$ cat src/rtl/tx_segment_reader.sv
// Read-side sequencer for the Ethernet TX pixel path: walks one segment through
// the VRAM B-ports or replays it from the segment cache, filling the cache on txid 1.
module tx_segment_reader #(
  parameter int PIXELS_PER_SEG = 360,
  parameter int RD_LAT         = 2,
  parameter int VRAM_AW        = 24
) (
  input  logic               clk125MHz,
  input  logic               rst,
  input  logic               start,
  input  logic [7:0]         txid,
  input  logic [7:0]         segment_num,
  input  logic               abort,
  output logic [VRAM_AW-1:0] vram_addrb,
  output logic [2:0]         color_sel,
  output logic               cache_wr_en,
  output logic [12:0]        cache_wr_addr,
  output logic [12:0]        cache_rd_addr,
  output logic               src_vram,
  output logic               byte_valid,
  output logic [10:0]        byte_idx,
  output logic               busy,
  output logic               done,
  output logic               cache_valid,
  output logic               cache_miss
);

  localparam logic [1:0] S_IDLE  = 2'd0;
  localparam logic [1:0] S_ISSUE = 2'd1;
  localparam logic [1:0] S_DRAIN = 2'd2;
  localparam logic [1:0] S_DONE  = 2'd3;

  localparam int         BYTES  = 3 * PIXELS_PER_SEG;
  localparam logic [10:0] LAST_K = 11'(BYTES - 1);
  localparam int         DW     = (RD_LAT > 1) ? $clog2(RD_LAT) : 1;
  localparam logic [DW-1:0] LAST_DRAIN = DW'(RD_LAT - 1);

  localparam logic [2:0] COLOR_R = 3'd0;
  localparam logic [2:0] COLOR_G = 3'd2;
  localparam logic [2:0] COLOR_B = 3'd1;

  logic [1:0]         state;
  logic [10:0]        k_cnt;
  logic [1:0]         phase;
  logic [VRAM_AW-1:0] pix_addr;
  logic [DW-1:0]      drain_cnt;
  logic               fill_mode;
  logic               src_vram_q;
  logic               cache_valid_q;
  logic               cache_miss_q;
  logic [2:0]         issue_color;
  logic               start_ok;

  logic               pipe_valid [RD_LAT];
  logic [10:0]        pipe_idx   [RD_LAT];
  logic [2:0]         pipe_color [RD_LAT];
  logic               pipe_wr    [RD_LAT];

  assign start_ok = start && (state == S_IDLE);

  always_comb begin
    issue_color = COLOR_R;
    case (phase)
      2'd1:    issue_color = COLOR_G;
      2'd2:    issue_color = COLOR_B;
      default: issue_color = COLOR_R;
    endcase
  end

  // Abort beats start; an aborted fill leaves the cache marked invalid.
  always_ff @(posedge clk125MHz) begin
    if (rst) begin
      state         <= S_IDLE;
      k_cnt         <= '0;
      phase         <= '0;
      pix_addr      <= '0;
      drain_cnt     <= '0;
      fill_mode     <= 1'b0;
      src_vram_q    <= 1'b0;
      cache_valid_q <= 1'b0;
      cache_miss_q  <= 1'b0;
    end else if (abort) begin
      if (state != S_IDLE && fill_mode) begin
        cache_valid_q <= 1'b0;
      end
      state        <= S_IDLE;
      cache_miss_q <= 1'b0;
    end else begin
      cache_miss_q <= 1'b0;
      case (state)
        S_IDLE: begin
          if (start_ok) begin
            state        <= S_ISSUE;
            k_cnt        <= '0;
            phase        <= '0;
            pix_addr     <= VRAM_AW'(segment_num) * VRAM_AW'(PIXELS_PER_SEG);
            drain_cnt    <= '0;
            fill_mode    <= (txid == 8'd1);
            src_vram_q   <= (txid == 8'd1) || !cache_valid_q;
            cache_miss_q <= (txid >= 8'd2) && !cache_valid_q;
            if (txid == 8'd1) begin
              cache_valid_q <= 1'b0;
            end
          end
        end
        S_ISSUE: begin
          if (k_cnt == LAST_K) begin
            state     <= S_DRAIN;
            drain_cnt <= '0;
          end else begin
            k_cnt <= k_cnt + 11'd1;
            if (phase == 2'd2) begin
              phase    <= '0;
              pix_addr <= pix_addr + VRAM_AW'(1);
            end else begin
              phase <= phase + 2'd1;
            end
          end
        end
        S_DRAIN: begin
          if (drain_cnt == LAST_DRAIN) begin
            state <= S_DONE;
          end else begin
            drain_cnt <= drain_cnt + DW'(1);
          end
        end
        S_DONE: begin
          state <= S_IDLE;
          if (fill_mode) begin
            cache_valid_q <= 1'b1;
          end
        end
        default: state <= S_IDLE;
      endcase
    end
  end

  // Return pipeline mirrors the memory read latency so tags line up with data.
  always_ff @(posedge clk125MHz) begin
    if (rst || abort) begin
      for (int i = 0; i < RD_LAT; i++) begin
        pipe_valid[i] <= 1'b0;
        pipe_idx[i]   <= '0;
        pipe_color[i] <= '0;
        pipe_wr[i]    <= 1'b0;
      end
    end else begin
      pipe_valid[0] <= (state == S_ISSUE);
      pipe_idx[0]   <= k_cnt;
      pipe_color[0] <= issue_color;
      pipe_wr[0]    <= (state == S_ISSUE) && fill_mode;
      for (int i = 1; i < RD_LAT; i++) begin
        pipe_valid[i] <= pipe_valid[i-1];
        pipe_idx[i]   <= pipe_idx[i-1];
        pipe_color[i] <= pipe_color[i-1];
        pipe_wr[i]    <= pipe_wr[i-1];
      end
    end
  end

  assign vram_addrb    = pix_addr;
  assign cache_rd_addr = {2'b00, k_cnt};
  assign byte_valid    = pipe_valid[RD_LAT-1];
  assign byte_idx      = pipe_idx[RD_LAT-1];
  assign color_sel     = pipe_color[RD_LAT-1];
  assign cache_wr_en   = pipe_valid[RD_LAT-1] && pipe_wr[RD_LAT-1];
  assign cache_wr_addr = {2'b00, pipe_idx[RD_LAT-1]};
  assign src_vram      = src_vram_q;
  assign busy          = (state != S_IDLE);
  assign done          = (state == S_DONE);
  assign cache_valid   = cache_valid_q;
  assign cache_miss    = cache_miss_q;

endmodule

$ cat config.mk
export PLATFORM = sky130hd
export DESIGN_NAME = tx_segment_reader
export DESIGN_NICKNAME = d
export VERILOG_FILES = /design/src/rtl/tx_segment_reader.sv
export SDC_FILE = /design/constraint.sdc
export NUM_CORES = 1
export LEC_CHECK = 0
export BUFFER_PORTS_ARGS = -buffer_cell sky130_fd_sc_hd__buf_2
export CORE_MARGIN = 1
export CORE_UTILIZATION = 35
export CTS_CLUSTER_SIZE = 25
export DETAILED_ROUTE_END_ITERATION = 12
export PLACE_DENSITY = 0.66
export REMOVE_ABC_BUFFERS = 1
export SYNTH_ARGS = -nofsm -noshare
export SYNTH_HDL_FRONTEND = slang
export SYNTH_SLANG_ARGS = --single-unit
$ cat constraint.sdc
create_clock -name clk125MHz -period 4.2 [get_ports clk125MHz]
set_input_delay 0.42 -clock clk125MHz [delete_from_list [all_inputs] [get_ports clk125MHz]]
set_output_delay 0.42 -clock clk125MHz [all_outputs]
set_load 0.05 [all_outputs]
---- Yosys cells after proc, flatten, opt, wreduce, memory -nomap -nowiden ----
Memory sizes are Yosys's and may differ from the RTL's.
Cells that the tools add are included.
storage, ports and cells
  logic and storage cells ................. 104
  output and inout bits ................... 71
  input bits .............................. 20
  memories kept ........................... 4
  register bits ........................... 44
  bits in writable memories ............... 32
cells by class
  $add $sub $neg .......................... 4
  multiply operators ...................... 1
  magnitude comparators ................... 1
  reductions and logical operators ........ 21
  mux-type cells .......................... 37
  eq/ne operators ......................... 16
  bitwise logic cells ..................... 11
memories
  name        words  width  rd ports  clocked after memory_dff  wr ports  line  source
  pipe_idx    2      11     2         0                         2         55    logic [10:0] pipe_idx [RD_LAT];
  pipe_color  2      3      2         0                         2         56    logic [2:0] pipe_color [RD_LAT];
  pipe_valid  2      1      2         0                         2         54    logic pipe_valid [RD_LAT];
  pipe_wr     2      1      2         0                         2         57    logic pipe_wr [RD_LAT];
operators with widths
  kind                   count
  $mux 24                3
  $pmux 24 s2            1
  $mux 11                4
  $add 24x1->24 const B  1
  $pmux 11 s2            1
  $mux 1                 15
  $mul 8x6->14 const B   1
  $mux 2                 6
  $add 11x1->11 const B  1
  $eq 11x11->1 const B   1
  $ne 2x2->1 const B     5
  $reduce_and 5->1       2
  $eq 8x1->1 const B     1
  $ge 8x2->1 const B     1
  $or 1x1->1             8
  $pmux 2 s2             2
  $pmux 2 s4             1
  $reduce_and 4->1       2
  $eq 2x2->1 const B     3
  $mux 3                 2
  $ne 3x2->1 const B     2
  $reduce_and 3->1       2
  $reduce_bool 3->1      2
  $logic_and 1x1->1      5
  other kinds (14)       19

---- Logic depth before layout (Yosys ltp) ----
  depth in word-level cells ............... 5
  gate-level depth with buffers ........... 14
  gate-level depth less buffers ........... 14

---- Worst setup path after synthesis ----
Ideal clock, no wire load.
  path kind ............................... in2reg
  start ................................... input segment_num[2]
  end ..................................... register pix_addr[15], in the netlist vram_addrb[15]
  setup time .............................. 74 ps
  arrival ................................. 3,084 ps
  path slack .............................. 1,042 ps
  path buffers ............................ 0
  required time ........................... 4,126 ps
  cell stages on the path ................. 14
  path through ............................ ha_1 -> ha_1 -> inv_1 -> fa_1 -> inv_1 -> ha_1 -> inv_1 -> fa_1 -> nand2b_1 -> a21oi_1 -> nand2b_1 -> a31oi_1 -> or3_1 -> a31oi_1
between the ends
  longest elaborated chain between the ends .. 3
ends and longest elaborated chain
  item                    line  source
  start: declaration      12    input logic [7:0] segment_num,
  $mul 8x6->14            96    pix_addr <= VRAM_AW'(segment_num) * VRAM_AW'(PIXELS_PER_SEG);
  $mux 24                 92    if (start_ok) begin
  $pmux 24 s2             90    case (state)
  end signal: assignment  96
  end signal: assignment  114   pix_addr <= pix_addr + VRAM_AW'(1);
  end: declaration        45    logic [VRAM_AW-1:0] pix_addr;
Every way passes these cells. The select of a mux whose other input is x is not followed.
A chain may end at the register's enable or synchronous reset.

---- Final worst setup path ----
Ends and elaborated chain as after synthesis.

==> results.md <==
| Step | Item | This run |
|---|---|---|
| hold path | Cells on Worst Hold Path | 1 |
| drt | Routed length per placed instance | 13.34 um |
| logic synthesis | Number of storage elements in the synthesis netlist | 74 |
| clock tree | CTS Sinks | 74 |
| drt | Starting DRC count in detailed routing | 293 |
| sta | Max transition margin | 47.22% |
| logic synthesis | Synth cell types | 54 |
| critical path | Register-to-Register Path Depth | 8 |
| run | Reported max-cap violation count | 0 |
| grt | Wire length of the first global-routing pass | 15720 um |
| logic synthesis | Most area-hungry cell type in the Yosys netlist | dfxtp_1 |
| logic synthesis | Number of warnings printed during yosys synthesis | 0 |
| critical path | Worst Setup Start Kind | primary input |
| critical path | FF-to-FF Start | state[1] |
| place | Port Buffers | 85 |
| clock tree | CTS tree | built |
| floorplan | DIE AREA | 12570 um2 |
| critical path | Endpoint arrival time on the critical path | 3420 ps |
| clock tree | Root buffer selected by CTS | clkbuf_16 |
| pwr | Power density over the cells | 415.2 nW/um2 |
| final layout | Area growth from synthesis to layout | 15.47% |
| sta | Final number of max-transition violations | 0 |
| clock tree | # hold bufs at CTS | 0 |
| sta | Setup repair after global routing missed its margin | no |
| sta | Minimum period implied by the final worst setup slack | 3171 ps |
| grt | Number of global-route vias before repair | 3383 |
| drt | Number of routed nets with antenna violations | 0 |
| clock tree | Post-CTS Repair Setup Buffers | 0 |
| floorplan | Starting Density | 36.55% |
| logic synthesis | Share of synthesized flip-flops with an asynchronous set or reset | 0% |
| sta | Maximum operating frequency | 315.4 MHz |
| sta | Worst-Margin Slew | 791.6 ps |
| final layout | Total number of nets in the final design | 623 |
| final layout | End-of-flow core utilization | 42.21% |
| floorplan | Die Ht | 112.1 um |
| grt | Total routing usage reported by global routing | 15.48% |
| drt | Final WL | 9472 um |
| clock tree | Depth of the CTS H-tree | 3 |
| logic synthesis | Combined area of all synthesized cells | 4245 um2 |
| clock tree | Clk_lat worst skew | 330 ps |
| place | Detail Placement HPWL | 7096 um |
| clock tree | Clock transition time at the flip-flop clock pins of the worst setup and hold paths | 60 ps |
| status | Outcome | finished, violations left |
| final layout | Share of final-layout standard cells stronger than drive strength 1 | 20.28% |
| sta | Accumulated negative setup slack | 0 ps |
| pwr | Final total power | 2035 uW |
| logic synthesis | Most used flip-flop cell after synthesis | dfxtp_1 |
| final layout | Most common cell after layout, fill and taps aside | buf_2 |
| pwr | Maximum vdd drop | 0.2438 mV |
| grt | Overflow left after global routing | 0 |
| status | Failing checks | DRC |
| logic synthesis | Sequential-to-total area share from yosys stat | 34.90% |
| place | Post-Place Cell Area | 4576 um2 |
| logic synthesis | Top-area cell type share of the netlist area | 34.90% |
| sta | Final count of negative-setup-slack endpoints | 0 |
| sta | Share of the cycle needed by the critical path after routing | 75.49% |
| critical path | Critical path fanouts, max | 3 |
| critical path | Worst Setup End Kind | register |
| clock tree | CTS Buf Count | 9 |
| final layout | Post-route cell area | 4902 um2 |
| logic synthesis | Number of enable-type register cells in the synthesized netlist | 0 |
| logic synthesis | Most area-consuming cells after synthesis | dfxtp_1 35%, ha_1 9.1%, buf_4 5.1% |
| floorplan | Number of placement rows | 39 |
| hold path | End point of the worst hold path | pipe_idx[0][14] |
| sta | Final hold violation count | 0 |
| grt | Initial antenna violation count | 0 |
| clock tree | Number of gates resized after cts | 0 |
| sta | Worst hold slack | 423.6 ps |
| logic synthesis | Synthesized instance count | 510 |
| critical path | Reg-to-reg setup timing slack | 1480 ps |
| drt | Total vias in the final route | 3561 |
| hold path | Worst min path class | reg2reg |
| drt | Detailed-route vias per instance | 5.015 |
| floorplan | IO Count | 91 |
| drt | Detailed Routing Iterations Pass 1 | 8 |
| critical path | Req. time, crit path | 4450 ps |
| place | GPL Wtd Cong | 0.7848 |
| clock tree | Clock tree buffer depth | 2 |
| hold path | Hold Path Origin | pipe_idx[0][3] |
| floorplan | Die width | 112.1 um |
| pwr | Static leakage | 0.002220 uW |
| drt | Residual DRC count | 11 |
| final layout | FILL cells | 1183 |
| logic synthesis | Post-Synthesis Mean Instance Area | 8.324 um2 |
| critical path | Type of the worst setup path | in2reg |
| final layout | Commonest cells after routing, fill and taps aside | 85 x buf_2, 74 x dfxtp_1, 53 x nor2_1 |
| grt | Largest net degree at the start of global routing | 29 |
| floorplan | Placeable core region | 11610 um2 |
| final layout | N_diodes | 0 |
| sta | Skew final | 4.726 ps |
| critical path | Endpoint of the worst-slack reg-to-reg timing path | vram_addrb[22] |
==> state kept, by name, summed over array words and instances (netlist names) <==
name	cells
drain_cnt	1
fill_mode	1
state	2
pipe_wr	2
vram_addrb	24
cache_valid	1
pipe_idx	22
phase	2
pipe_valid	2
pipe_color	4
cache_miss	1
k_cnt	11
src_vram	1
==> metal layers <==
metal,wire (um),track usage (%),up-vias
met3,489,2.862,14
met5,0,0,-
met2,4573,27.12,104
li1,-,-,1784
met1,4251,18.71,1659
met4,157,6.222,0
==> per-stage QoR <==
stage          setup slack (ps)  std cells
2_1_floorplan              1042        464
3_3_place_gp              779.6        694
3_5_place_dp              714.2        694
4_1_cts                    1057        710
5_1_grt                   814.7        710
6_report                   1029        710
==> worst max-delay path by stage <==
stage	from	end	slack [ps]	cells past startpoint
final	segment_num[2]	vram_addrb[15]	1030	15
after global placement	segment_num[2]	vram_addrb[15]	780	15
after CTS	segment_num[2]	vram_addrb[15]	1060	15
after detailed placement	segment_num[2]	vram_addrb[15]	710	15
after floorplan	segment_num[2]	vram_addrb[15]	1040	14
after global routing	segment_num[2]	vram_addrb[15]	810	15
==> power breakdown <==
group	internal (uW)	switching [uW]	total [uW]	leakage [uW]
clock network	524	301	825	0.000152
registers	719	24.5	743	0.000598
logic	171	297	467	0.00147
total	1410	623	2040	0.00222
==> final cells by class <==
cell class / instances / area, um2 / area share [%]
multi-input cells: 347 / 2313 / 47.19
flip-flops and latches: 74 / 1481 / 30.22
inverters: 43 / 161.4 / 3.293
well taps: 143 / 178.9 / 3.650
clock inverters: 7 / 101.3 / 2.067
clock buffers: 9 / 225.2 / 4.594
repair buffers: 87 / 440.4 / 8.984
==> kinds of logic (layout without fill, tap and decap cells) <==
group | after synthesis | count (layout) | synth area share, %
and+or+nand+nor | 202 | 202 | 24.37
buffers and inverters | 93 | 146 | 10.96
AOI/OAI and AO/OA | 75 | 75 | 10.76
DFF | 74 | 74 | 34.90
adders and majority gates | 41 | 41 | 13.85
xor gates and xnor gates | 20 | 20 | 4.126
muxes | 4 | 4 | 0.9432
other | 1 | 5 | 0.08833
==> worst max-delay path: stages <==
cell      delay [ps]
buf_2            110
ha_1             330
ha_1             300
inv_1             50
fa_1             440
inv_1             70
ha_1             150
inv_1             50
fa_1             370
nand2b_1         190
a21oi_1          230
nand2b_1         140
a31oi_1           90
or3_1            320
a31oi_1          170
==> synth_stat cells, types with 3 or more instances <==
master / n
dfxtp_1: 74
nor2_1: 53
inv_1: 43
nand2_1: 42
ha_1: 31
and2_1: 29
buf_4: 29
a21oi_1: 24
o21ai_0: 17
nand3_1: 16
clkbuf_1: 15
xnor2_1: 11
fa_1: 10
nor4_1: 9
xor2_1: 9
nor3_1: 8
a211oi_1: 7
nand4_1: 7
a31oi_1: 6
nand2b_1: 6
and3_1: 5
buf_2: 5
or2_2: 5
or3_1: 5
mux2i_1: 4
a21o_1: 3
nand3b_1: 3
o22ai_1: 3
Power figures use the tool's default switching activity.
